**src/rtl/alu_mdu_pkg.sv**
```systemverilog
// Shared opcode map and FSM encoding for the execute-stage ALU/MDU.
// Imported by the RTL and by the bench so both decode the same values.
package alu_mdu_pkg;

    localparam logic [4:0] ALU_ADD    = 5'b00000;
    localparam logic [4:0] ALU_SUB    = 5'b00001;
    localparam logic [4:0] ALU_XOR    = 5'b00010;
    localparam logic [4:0] ALU_OR     = 5'b00011;
    localparam logic [4:0] ALU_AND    = 5'b00100;
    localparam logic [4:0] ALU_SLL    = 5'b00101;
    localparam logic [4:0] ALU_SRL    = 5'b00110;
    localparam logic [4:0] ALU_SRA    = 5'b00111;
    localparam logic [4:0] ALU_SLT    = 5'b01000;
    localparam logic [4:0] ALU_SLTU   = 5'b01001;

    localparam logic [4:0] MDU_MUL    = 5'b10000;
    localparam logic [4:0] MDU_MULH   = 5'b10001;
    localparam logic [4:0] MDU_MULHSU = 5'b10010;
    localparam logic [4:0] MDU_MULHU  = 5'b10011;
    localparam logic [4:0] MDU_DIV    = 5'b10100;
    localparam logic [4:0] MDU_DIVU   = 5'b10101;
    localparam logic [4:0] MDU_REM    = 5'b10110;
    localparam logic [4:0] MDU_REMU   = 5'b10111;

    typedef enum logic {
        IDLE = 1'b0,
        DIV  = 1'b1
    } state_e;

endpackage

```
**src/rtl/alu_mdu_div_iter.sv**
```systemverilog
// Iterative unsigned restoring divider, one quotient bit per cycle.
// done pulses for one cycle after the last of XLEN iterations.
module div_iter #(
    parameter int XLEN = 32
) (
    input  logic            clk,
    input  logic            rst_n,
    input  logic            kill,
    input  logic            start,
    input  logic [XLEN-1:0] dividend,
    input  logic [XLEN-1:0] divisor,
    output logic            done,
    output logic [XLEN-1:0] quotient,
    output logic [XLEN-1:0] remainder
);

    localparam int CW = $clog2(XLEN) + 1;

    logic [XLEN-1:0] quo_q, quo_d;
    logic [XLEN-1:0] rem_q, rem_d;
    logic [XLEN-1:0] dsr_q, dsr_d;
    logic [CW-1:0]   cnt_q, cnt_d;
    logic            run_q, run_d;
    logic            done_q, done_d;
    logic [XLEN:0]   trial;
    logic [XLEN:0]   diff;

    always_comb begin
        trial  = {rem_q, quo_q[XLEN-1]};
        diff   = trial - {1'b0, dsr_q};
        quo_d  = quo_q;
        rem_d  = rem_q;
        dsr_d  = dsr_q;
        cnt_d  = cnt_q;
        run_d  = run_q;
        done_d = 1'b0;
        if (kill) begin
            run_d = 1'b0;
        end else if (start) begin
            quo_d = dividend;
            rem_d = '0;
            dsr_d = divisor;
            cnt_d = CW'(XLEN);
            run_d = 1'b1;
        end else if (run_q) begin
            // borrow out of the trial subtraction means "restore"
            rem_d = diff[XLEN] ? trial[XLEN-1:0] : diff[XLEN-1:0];
            quo_d = {quo_q[XLEN-2:0], ~diff[XLEN]};
            cnt_d = cnt_q - CW'(1);
            if (cnt_q == CW'(1)) begin
                run_d  = 1'b0;
                done_d = 1'b1;
            end
        end
    end

    always_ff @(posedge clk) begin
        if (!rst_n) begin
            quo_q  <= '0;
            rem_q  <= '0;
            dsr_q  <= '0;
            cnt_q  <= '0;
            run_q  <= 1'b0;
            done_q <= 1'b0;
        end else begin
            quo_q  <= quo_d;
            rem_q  <= rem_d;
            dsr_q  <= dsr_d;
            cnt_q  <= cnt_d;
            run_q  <= run_d;
            done_q <= done_d;
        end
    end

    assign done      = done_q;
    assign quotient  = quo_q;
    assign remainder = rem_q;

endmodule

```
**src/rtl/alu_mdu.sv**
```systemverilog
// Execute-stage RV32I ALU plus RV32M multiply/divide.
// Registered result with valid/ready; divides stall via in_ready.
module alu_mdu
    import alu_mdu_pkg::*;
#(
    parameter int XLEN           = 32,
    parameter int DIV_EARLY_ZERO = 1
) (
    input  logic            clk,
    input  logic            rst_n,
    input  logic            flush,
    input  logic            in_valid,
    output logic            in_ready,
    input  logic [4:0]      op,
    input  logic [XLEN-1:0] a,
    input  logic [XLEN-1:0] b,
    output logic            out_valid,
    input  logic            out_ready,
    output logic [XLEN-1:0] result,
    output logic            zero,
    output logic            busy
);

    localparam int SHW = $clog2(XLEN);

    state_e          state_q, state_d;
    logic            out_valid_q, out_valid_d;
    logic [XLEN-1:0] result_q, result_d;
    logic            zero_q, zero_d;
    logic            rem_op_q, rem_op_d;
    logic            neg_q_q, neg_q_d;
    logic            neg_r_q, neg_r_d;

    logic            accept, is_div, b_zero, early, div_start, div_done;
    logic            sgn, a_neg, b_neg, sa, sb;
    logic [SHW-1:0]  shamt;
    logic [XLEN-1:0] mag_a, mag_b, quo, rem, div_res, alu_res;
    logic [2*XLEN-1:0] ma, mb, prod;

    assign in_ready  = (state_q == IDLE) & (~out_valid_q | out_ready);
    assign accept    = in_valid & in_ready & ~flush;
    assign is_div    = op[4] & ~op[3] & op[2];
    assign b_zero    = (b == '0);
    assign early     = (DIV_EARLY_ZERO != 0) & b_zero;
    assign div_start = accept & is_div & ~early;

    assign sgn   = ~op[0];
    assign a_neg = sgn & a[XLEN-1];
    assign b_neg = sgn & b[XLEN-1];
    assign mag_a = a_neg ? -a : a;
    assign mag_b = b_neg ? -b : b;
    assign shamt = b[SHW-1:0];

    // low 2*XLEN bits of the product are exact for any extension mix
    assign sa   = (op == MDU_MULH) | (op == MDU_MULHSU);
    assign sb   = (op == MDU_MULH);
    assign ma   = {{XLEN{sa & a[XLEN-1]}}, a};
    assign mb   = {{XLEN{sb & b[XLEN-1]}}, b};
    assign prod = ma * mb;

    always_comb begin
        alu_res = a + b;
        case (op)
            ALU_SUB:    alu_res = a - b;
            ALU_XOR:    alu_res = a ^ b;
            ALU_OR:     alu_res = a | b;
            ALU_AND:    alu_res = a & b;
            ALU_SLL:    alu_res = a << shamt;
            ALU_SRL:    alu_res = a >> shamt;
            ALU_SRA:    alu_res = $unsigned($signed(a) >>> shamt);
            ALU_SLT:    alu_res = {{(XLEN-1){1'b0}}, $signed(a) < $signed(b)};
            ALU_SLTU:   alu_res = {{(XLEN-1){1'b0}}, a < b};
            MDU_MUL:    alu_res = prod[XLEN-1:0];
            MDU_MULH,
            MDU_MULHSU,
            MDU_MULHU:  alu_res = prod[2*XLEN-1:XLEN];
            MDU_DIV,
            MDU_DIVU:   alu_res = '1;
            MDU_REM,
            MDU_REMU:   alu_res = a;
            default:    alu_res = a + b;
        endcase
    end

    div_iter #(.XLEN(XLEN)) u_div (
        .clk       (clk),
        .rst_n     (rst_n),
        .kill      (flush),
        .start     (div_start),
        .dividend  (mag_a),
        .divisor   (mag_b),
        .done      (div_done),
        .quotient  (quo),
        .remainder (rem)
    );

    assign div_res = rem_op_q ? (neg_r_q ? -rem : rem)
                              : (neg_q_q ? -quo : quo);

    always_comb begin
        state_d     = state_q;
        out_valid_d = out_valid_q;
        result_d    = result_q;
        zero_d      = zero_q;
        rem_op_d    = rem_op_q;
        neg_q_d     = neg_q_q;
        neg_r_d     = neg_r_q;
        if (flush) begin
            state_d     = IDLE;
            out_valid_d = 1'b0;
        end else begin
            unique case (state_q)
                IDLE: begin
                    if (out_valid_q & out_ready) out_valid_d = 1'b0;
                    if (div_start) begin
                        state_d  = DIV;
                        rem_op_d = op[1];
                        // x/0 keeps an all-ones quotient regardless of sign
                        neg_q_d  = (a_neg ^ b_neg) & ~b_zero;
                        neg_r_d  = a_neg;
                    end else if (accept) begin
                        result_d    = alu_res;
                        zero_d      = (alu_res == '0);
                        out_valid_d = 1'b1;
                    end
                end
                DIV: begin
                    if (div_done) begin
                        result_d    = div_res;
                        zero_d      = (div_res == '0);
                        out_valid_d = 1'b1;
                        state_d     = IDLE;
                    end
                end
                default: state_d = IDLE;
            endcase
        end
    end

    always_ff @(posedge clk) begin
        if (!rst_n) begin
            state_q     <= IDLE;
            out_valid_q <= 1'b0;
            result_q    <= '0;
            zero_q      <= 1'b1;
            rem_op_q    <= 1'b0;
            neg_q_q     <= 1'b0;
            neg_r_q     <= 1'b0;
        end else begin
            state_q     <= state_d;
            out_valid_q <= out_valid_d;
            result_q    <= result_d;
            zero_q      <= zero_d;
            rem_op_q    <= rem_op_d;
            neg_q_q     <= neg_q_d;
            neg_r_q     <= neg_r_d;
        end
    end

    assign out_valid = out_valid_q;
    assign result    = result_q;
    assign zero      = zero_q;
    assign busy      = (state_q == DIV);

endmodule

```
**config.mk**
```make
export PLATFORM = sky130hd
export DESIGN_NAME = alu_mdu
export DESIGN_NICKNAME = d
export VERILOG_FILES = /design/src/rtl/alu_mdu_pkg.sv /design/src/rtl/alu_mdu_div_iter.sv /design/src/rtl/alu_mdu.sv
export SDC_FILE = /design/constraint.sdc
export NUM_CORES = 2
export LEC_CHECK = 0
export CAP_MARGIN = 20
export CORE_AREA = 4 4 488 490
export CTS_CLUSTER_SIZE = 16
export DETAILED_ROUTE_END_ITERATION = 10
export DIE_AREA = 0 0 492 494
export PLACE_DENSITY = 0.49
export SETUP_SLACK_MARGIN = 0.02
export SLEW_MARGIN = 20
export SYNTH_ARGS = -nofsm -noshare
export SYNTH_HDL_FRONTEND = slang
export SYNTH_SLANG_ARGS = --single-unit
```
**constraint.sdc**
```tcl
create_clock -name clk -period 30.3 [get_ports clk]
set_input_delay 6.06 -clock clk [delete_from_list [all_inputs] [get_ports clk]]
set_output_delay 6.06 -clock clk [all_outputs]
set_load 0.005 [all_outputs]
```
Word-level counts from Yosys, hierarchy flattened
Cells that the tools add are included.
{"block": "totals", "output_inout_bits": 36, "in_bits": 74, "wordCells": 122, "ff_bits": 142}
{"block": "op_classes", "multipliers": 1, "bitwise_logic": 28, "muxes": 33, "addsub": 8, "magnitude_cmp": 2, "reduce_logical": 13, "n_eq_ne": 21, "shift": 3}
{"cell": "32-bit two-way mux", "count": 13}
{"cell": "32-bit case mux with 13 select lines", "count": 1}
{"cell": "32-bit negator", "count": 4}
{"cell": "32-bit zero test", "count": 3}
{"cell": "32-bit < comparator", "count": 2}
{"cell": "33-bit by 33-bit multiplier with 64-bit output", "count": 1}
{"cell": "32-bit case mux with 2 select lines", "count": 1}
{"cell": "5-bit == test, second input constant", "count": 8}
{"cell": "33-bit by 32-bit subtractor with 33-bit output", "count": 1}
{"cell": "32-bit adder", "count": 1}
{"cell": "32-bit AND", "count": 1}
{"cell": "32-bit OR", "count": 1}
{"cell": "32-bit by 5-bit << shifter with 32-bit output", "count": 1}
{"cell": "32-bit by 5-bit >> shifter with 32-bit output", "count": 1}
{"cell": "32-bit by 5-bit >>> shifter with 32-bit output", "count": 1}
{"cell": "32-bit subtractor", "count": 1}
{"cell": "32-bit XOR", "count": 1}
{"cell": "5-bit by 3-bit == test with 1-bit output, second input constant", "count": 4}
{"cell": "1-bit AND", "count": 13}
{"cell": "1-bit two-way mux", "count": 13}
{"cell": "6-bit two-way mux", "count": 2}
{"cell": "5-bit by 2-bit == test with 1-bit output, second input constant", "count": 2}
{"cell": "5-bit by 4-bit == test with 1-bit output, second input constant", "count": 2}
{"cell": "1-bit inverter", "count": 9}
{"cell": "15 further kinds", "count": 22}

Depth between registers and ports, before layout
{"block": "depth", "word_depth": 9, "mapped_depth": 39, "depth_no_buf": 34}

By module
Synthesis repeated with hierarchy kept, for this count alone.
{"block": "unflattened", "hier_cells": 7194, "hier_area_um2": 58269.6}
{"module": "alu_mdu", "seq_area_each_um2": 760.7, "area_per_inst_um2": 52235.1, "instances": 1, "cells_each": 6460}
{"module": "div_iter", "seq_area_each_um2": 2082.0, "area_per_inst_um2": 6034.5, "instances": 1, "cells_each": 734}

Worst setup path after synthesis
No wires, ideal clock.
{"block": "synth_path", "path_type": "input-to-reg", "startpoint": "input b[3]", "endpoint": "register zero_q (netlist: zero)", "path_buffers": 8, "arrival_ns": 16.247, "required_time_ns": 30.230, "cell_stages": 36, "setup_ns": 0.070, "setup_slack_ns": 13.983, "path_cell_list": "buf_2 buf_1 buf_1 clkbuf_1 buf_1 clkbuf_1 clkbuf_1 nand2_1 fa_1 fa_1 inv_1 fa_1 inv_1 fa_1 inv_1 fa_1 fa_1 fa_1 inv_1 fa_1 inv_1 ha_1 clkbuf_1 nand2_1 o21ai_0 nor3_1 a311oi_1 nand4_1 a211oi_1 o211ai_1 a211oi_1 nand3_1 or4_1 nor4b_1 nand3_1 a21oi_1"}
{"block": "synth_via", "elab_chain_len": 6, "elab_cells_between_ends": 21, "classes_between": "2 x add/sub; 1 x mul; 2 x order compare; 1 x eq/ne; 3 x shift; 4 x mux; 5 x bitwise; 3 x reduce/logical"}
{"element": "from (decl)", "line": "alu_mdu.sv:16", "rtl": "input logic [XLEN-1:0] b,"}
{"element": "33-bit by 33-bit multiplier with 64-bit output, or another cell as far along", "line": "alu_mdu.sv:59", "rtl": "assign prod = ma * mb;"}
{"element": "32-bit case mux with 13 select lines", "line": "alu_mdu.sv:63", "rtl": "case (op)"}
{"element": "32-bit zero test", "line": "alu_mdu.sv:123", "rtl": "zero_d = (alu_res == '0);"}
{"element": "1-bit two-way mux", "line": "alu_mdu.sv:121", "rtl": "end else if (accept) begin"}
{"element": "1-bit two-way mux", "line": "alu_mdu.sv:115", "rtl": "if (div_start) begin"}
{"element": "1-bit case mux with 2 select lines", "line": "alu_mdu.sv:112", "rtl": "unique case (state_q)"}
{"element": "to (signal assigned)", "line": "alu_mdu.sv:153", "rtl": "zero_q <= zero_d;"}
{"element": "to (decl)", "line": "alu_mdu.sv:29", "rtl": "logic zero_q, zero_d;"}
Parallel ways exist; a longest one is shown, timed or not. The select of a mux whose other input is x is not followed.
A chain may end at the register's enable or synchronous reset.

Worst setup path after layout
{"block": "layout_path", "startpoint": "input op[4]", "endpoint": "register zero_q (netlist: zero)"}
{"block": "layout_via", "elab_chain_len": 9, "elab_cells_between_ends": 35, "classes_between": "1 x mul; 18 x eq/ne; 4 x mux; 7 x bitwise; 5 x reduce/logical"}
{"element": "from (decl)", "line": "alu_mdu.sv:14", "rtl": "input logic [4:0] op,"}
{"element": "5-bit == test, on equally long branches", "line": "alu_mdu.sv:55, alu_mdu.sv:56, alu_mdu.sv:63"}
{"element": "1-bit OR", "line": "alu_mdu.sv:55", "rtl": "assign sa = (op == MDU_MULH) | (op == MDU_MULHSU);"}
{"element": "1-bit AND", "line": "alu_mdu.sv:57", "rtl": "assign ma = {{XLEN{sa & a[XLEN-1]}}, a};"}
{"element": "33-bit by 33-bit multiplier with 64-bit output", "line": "alu_mdu.sv:59"}
{"element": "32-bit case mux with 13 select lines", "line": "alu_mdu.sv:63"}
{"element": "32-bit zero test", "line": "alu_mdu.sv:123"}
{"element": "1-bit two-way mux", "line": "alu_mdu.sv:121"}
{"element": "1-bit two-way mux", "line": "alu_mdu.sv:115"}
{"element": "1-bit case mux with 2 select lines", "line": "alu_mdu.sv:112"}
Parallel ways exist; a longest one is shown, timed or not. The select of a mux whose other input is x is not followed.

==> reports/qor.yml <==
drc_errors: 0
via_count: 53600
dieHeight_um: 494
synth_edf_count: 0
cts_resized: 0
clkLatencyLatePin_ns: 0.46
syn2layout_area_growth_pct: 8.713
dieArea_um2: 243000
worstReg2RegEnd: "u_div.remainder[25]"
cts_tree: "built"
slew_headroom_pct: 18.07
slew_viol_final: 0
async_reset_ff_share_pct: 0
max-cap-violations: 0
placedCellCount: 10230
cpPeakStageDelay_ns: 0.99
post_route_cells_drive_above_1_share_pct: 5.947
clockRootBuffer: "clkbuf_16"
drtPass1Iterations: 7
setup_slack_ns: 12.28
reg2reg_slack_ns: 25.39
synth_seq_cells: 142
drtIter0Drc: 5614
cts_hold_buf: 0
cp.required_ns: 30.69
layout.cells.non_filler: 10280
worstPathArrival_ns: 18.40
wl_per_cell_um: 28.33
rsz0062_at_grt: "no"
min_to: "u_div.dsr_q[31]"
path_max_fanout: 24
grt_max_degree: 97
gp_congestion: 1.051
hold_viol_final: 0
cts_sinks: 142
netlist_area_um2: 58260
io_pins: 110
finClkSkew_ns: 0.01857
fin_crit_ns: 18.02
synth_cell_types: 96
htree_levels: 4
critPathKind: "input pin to flip-flop"
outcome: "completed"
num_rows: 178
period_share_pct: 59.46
synth_cells: 7263
start_kind: "input pin"
antenna_left: 0
path_clk_slew_ns: 0.07
synth.avg_cell_area_um2: 8.021
rr_worst_depth: 18
io_buffers: 109
fin_nets: 8649
min-delay-start: "u_div.dsr_q[31]"
min_path_cells: 2
cts_buffers: 17
seq_area_frac_synth_pct: 4.880
grt_pass1_wl_um: 417200
critPathMostFrequentCell: "fa_1"
core_area_um2: 234100
cts_setup_buffers: 0
grt_util_all_layers_pct: 23.64
cp_slowest_cell: "clkdlybuf4s50_1"
tightest_slew_ns: 1.220
finalSetupViolCount: 0
r2r-start: "u_div.quotient[31]"
finalWirelength_um: 291300
fill_cells: 25480
start_util_pct: 24.89
dp_worst_setup_slack_ns: 12.04
die_width_um: 492
clockBufferDepth: 2
syn-num-nets: 8812
antenna_found_initial: 30
hp-class: "flip-flop to flip-flop"
tns_ns: 0
endpoint_kind: "flip-flop"
via_per_inst: 5.214
grt-ovfl-total: 0
first_global_vias: 55060
yosys_warnings: 0
hpwl_um: 231200
fmax_ghz: 0.05550
dominantRegCellSynth: "dfxtp_1"
## area by class of cell
| cell class | count | area (um^2) | share of cell area, % |
|---|---|---|---|
| Multi-Input combinational cell | 5276 | 48530 | 76.63 |
| Inverter | 1361 | 5110 | 8.068 |
| Tap cell | 3150 | 3941 | 6.223 |
| Sequential cell | 142 | 2845 | 4.492 |
| Timing Repair Buffer | 302 | 2288 | 3.613 |
| Clock buffer | 17 | 425.4 | 0.6717 |
| Clock inverter | 15 | 150.1 | 0.2371 |
| Antenna cell | 17 | 42.54 | 0.06717 |
## cells in the mapped netlist, drive strengths merged, types with 15 or more instances
| master | number | share of area, % |
|---|---|---|
| mux2i | 90 | 1.5 |
| o22ai | 22 | 0.24 |
| nand4 | 47 | 0.50 |
| clkinv | 16 | 0.10 |
| a22o | 15 | 0.23 |
| o31ai | 43 | 0.56 |
| o21ai | 231 | 2.0 |
| nor2b | 30 | 0.32 |
| o211ai | 49 | 0.63 |
| a21oi | 300 | 2.6 |
| nor3 | 91 | 0.78 |
| fa | 1128 | 39 |
| xnor2 | 178 | 2.7 |
| a311oi | 17 | 0.26 |
| nor4 | 38 | 0.43 |
| xor2 | 59 | 0.89 |
| o2111ai | 15 | 0.23 |
| nor2 | 719 | 4.6 |
| or4 | 15 | 0.20 |
| or3 | 24 | 0.27 |
| dfxtp | 142 | 4.9 |
| nand2b | 29 | 0.31 |
| a211oi | 113 | 1.5 |
| or2 | 22 | 0.24 |
| a21boi | 17 | 0.22 |
| mux4 | 46 | 1.8 |
| buf | 137 | 0.98 |
| o21a | 27 | 0.35 |
| and2 | 21 | 0.23 |
| nand2 | 1061 | 6.8 |
| nand3 | 77 | 0.67 |
| o21bai | 17 | 0.22 |
| clkbuf | 347 | 2.2 |
| a221oi | 34 | 0.51 |
| mux2 | 29 | 0.56 |
| ha | 347 | 7.5 |
| a21o | 47 | 0.61 |
| and3 | 19 | 0.20 |
| a31oi | 39 | 0.42 |
| a2111oi | 16 | 0.24 |
| a22oi | 17 | 0.22 |
| inv | 1345 | 8.7 |
## cells by family (layout without fill, tap and decap cells)
logic type / after synthesis / count (layout) / share of synthesized area [%]
simple gates: 2242 / 2242 / 16.35
mux: 165 / 165 / 3.885
compound gates: 1157 / 1157 / 13.13
other cells: 0 / 17 / 0
xor+xnor: 237 / 237 / 3.563
fa+ha+maj: 1475 / 1475 / 46.21
flops: 142 / 142 / 4.880
buf+inv: 1845 / 1695 / 11.98
## sequential cells by signal, summed over array words and instances (netlist names)
register	count
busy	1
neg_q_q	1
neg_r_q	1
out_valid	1
rem_op_q	1
result	32
u_div.cnt_q	6
u_div.done	1
u_div.dsr_q	32
u_div.quotient	32
u_div.remainder	32
u_div.run_q	1
zero	1
## routing by layer
layer / routed length [um] / global-route usage (%)
met3: 21400 / 3.486
met5: 38 / 0
met4: 17090 / 11.35
met2: 128800 / 36.99
met1: 123900 / 32.03
## through the flow
stage	hold slack, ns	util (%)	area, um^2
after floorplan	0.4319	-	58260
after global placement	0.4492	26.78	62690
after detailed placement	0.4573	26.79	62700
after CTS	0.4692	27.03	63280
after global routing	0.4884	27.04	63300
final	0.4642	27.06	63330
## worst max-delay path by stage
stage	startpoint	endpoint	slack, ns	cells after the start
floorplan	b[3]	zero	13.98	36
global placement	op[4]	zero	12.23	35
detailed placement	op[4]	zero	12.04	33
CTS	op[4]	zero	12.51	33
global route	op[4]	zero	11.80	33
finish	op[4]	zero	12.28	33
## worst max-delay path, delay by kind of cell
kind / cells / cell delay (ns)
adders and majority gates: 9 / 5.25
and+or+nand+nor: 11 / 2.73
buffers and inverters: 7 / 2.16
AOI/OAI and AO/OA: 6 / 2.18
## cells in the final DEF, fill, tap and decap left out, types with 56 or more instances in the layout
master / count
nor2_1: 712
dfxtp_1: 140
clkdlybuf4s50_1: 56
inv_1: 1338
fa_1: 1128
nor3_1: 90
ha_1: 347
buf_4: 196
xor2_1: 58
nand2_1: 1060
nand3_1: 76
xnor2_1: 177
a21oi_1: 300
mux2i_1: 89
o21ai_0: 225
a211oi_1: 113
Power is not shown: default switching activity piles up to over one toggle a cycle in this logic, so the estimate is an artifact.
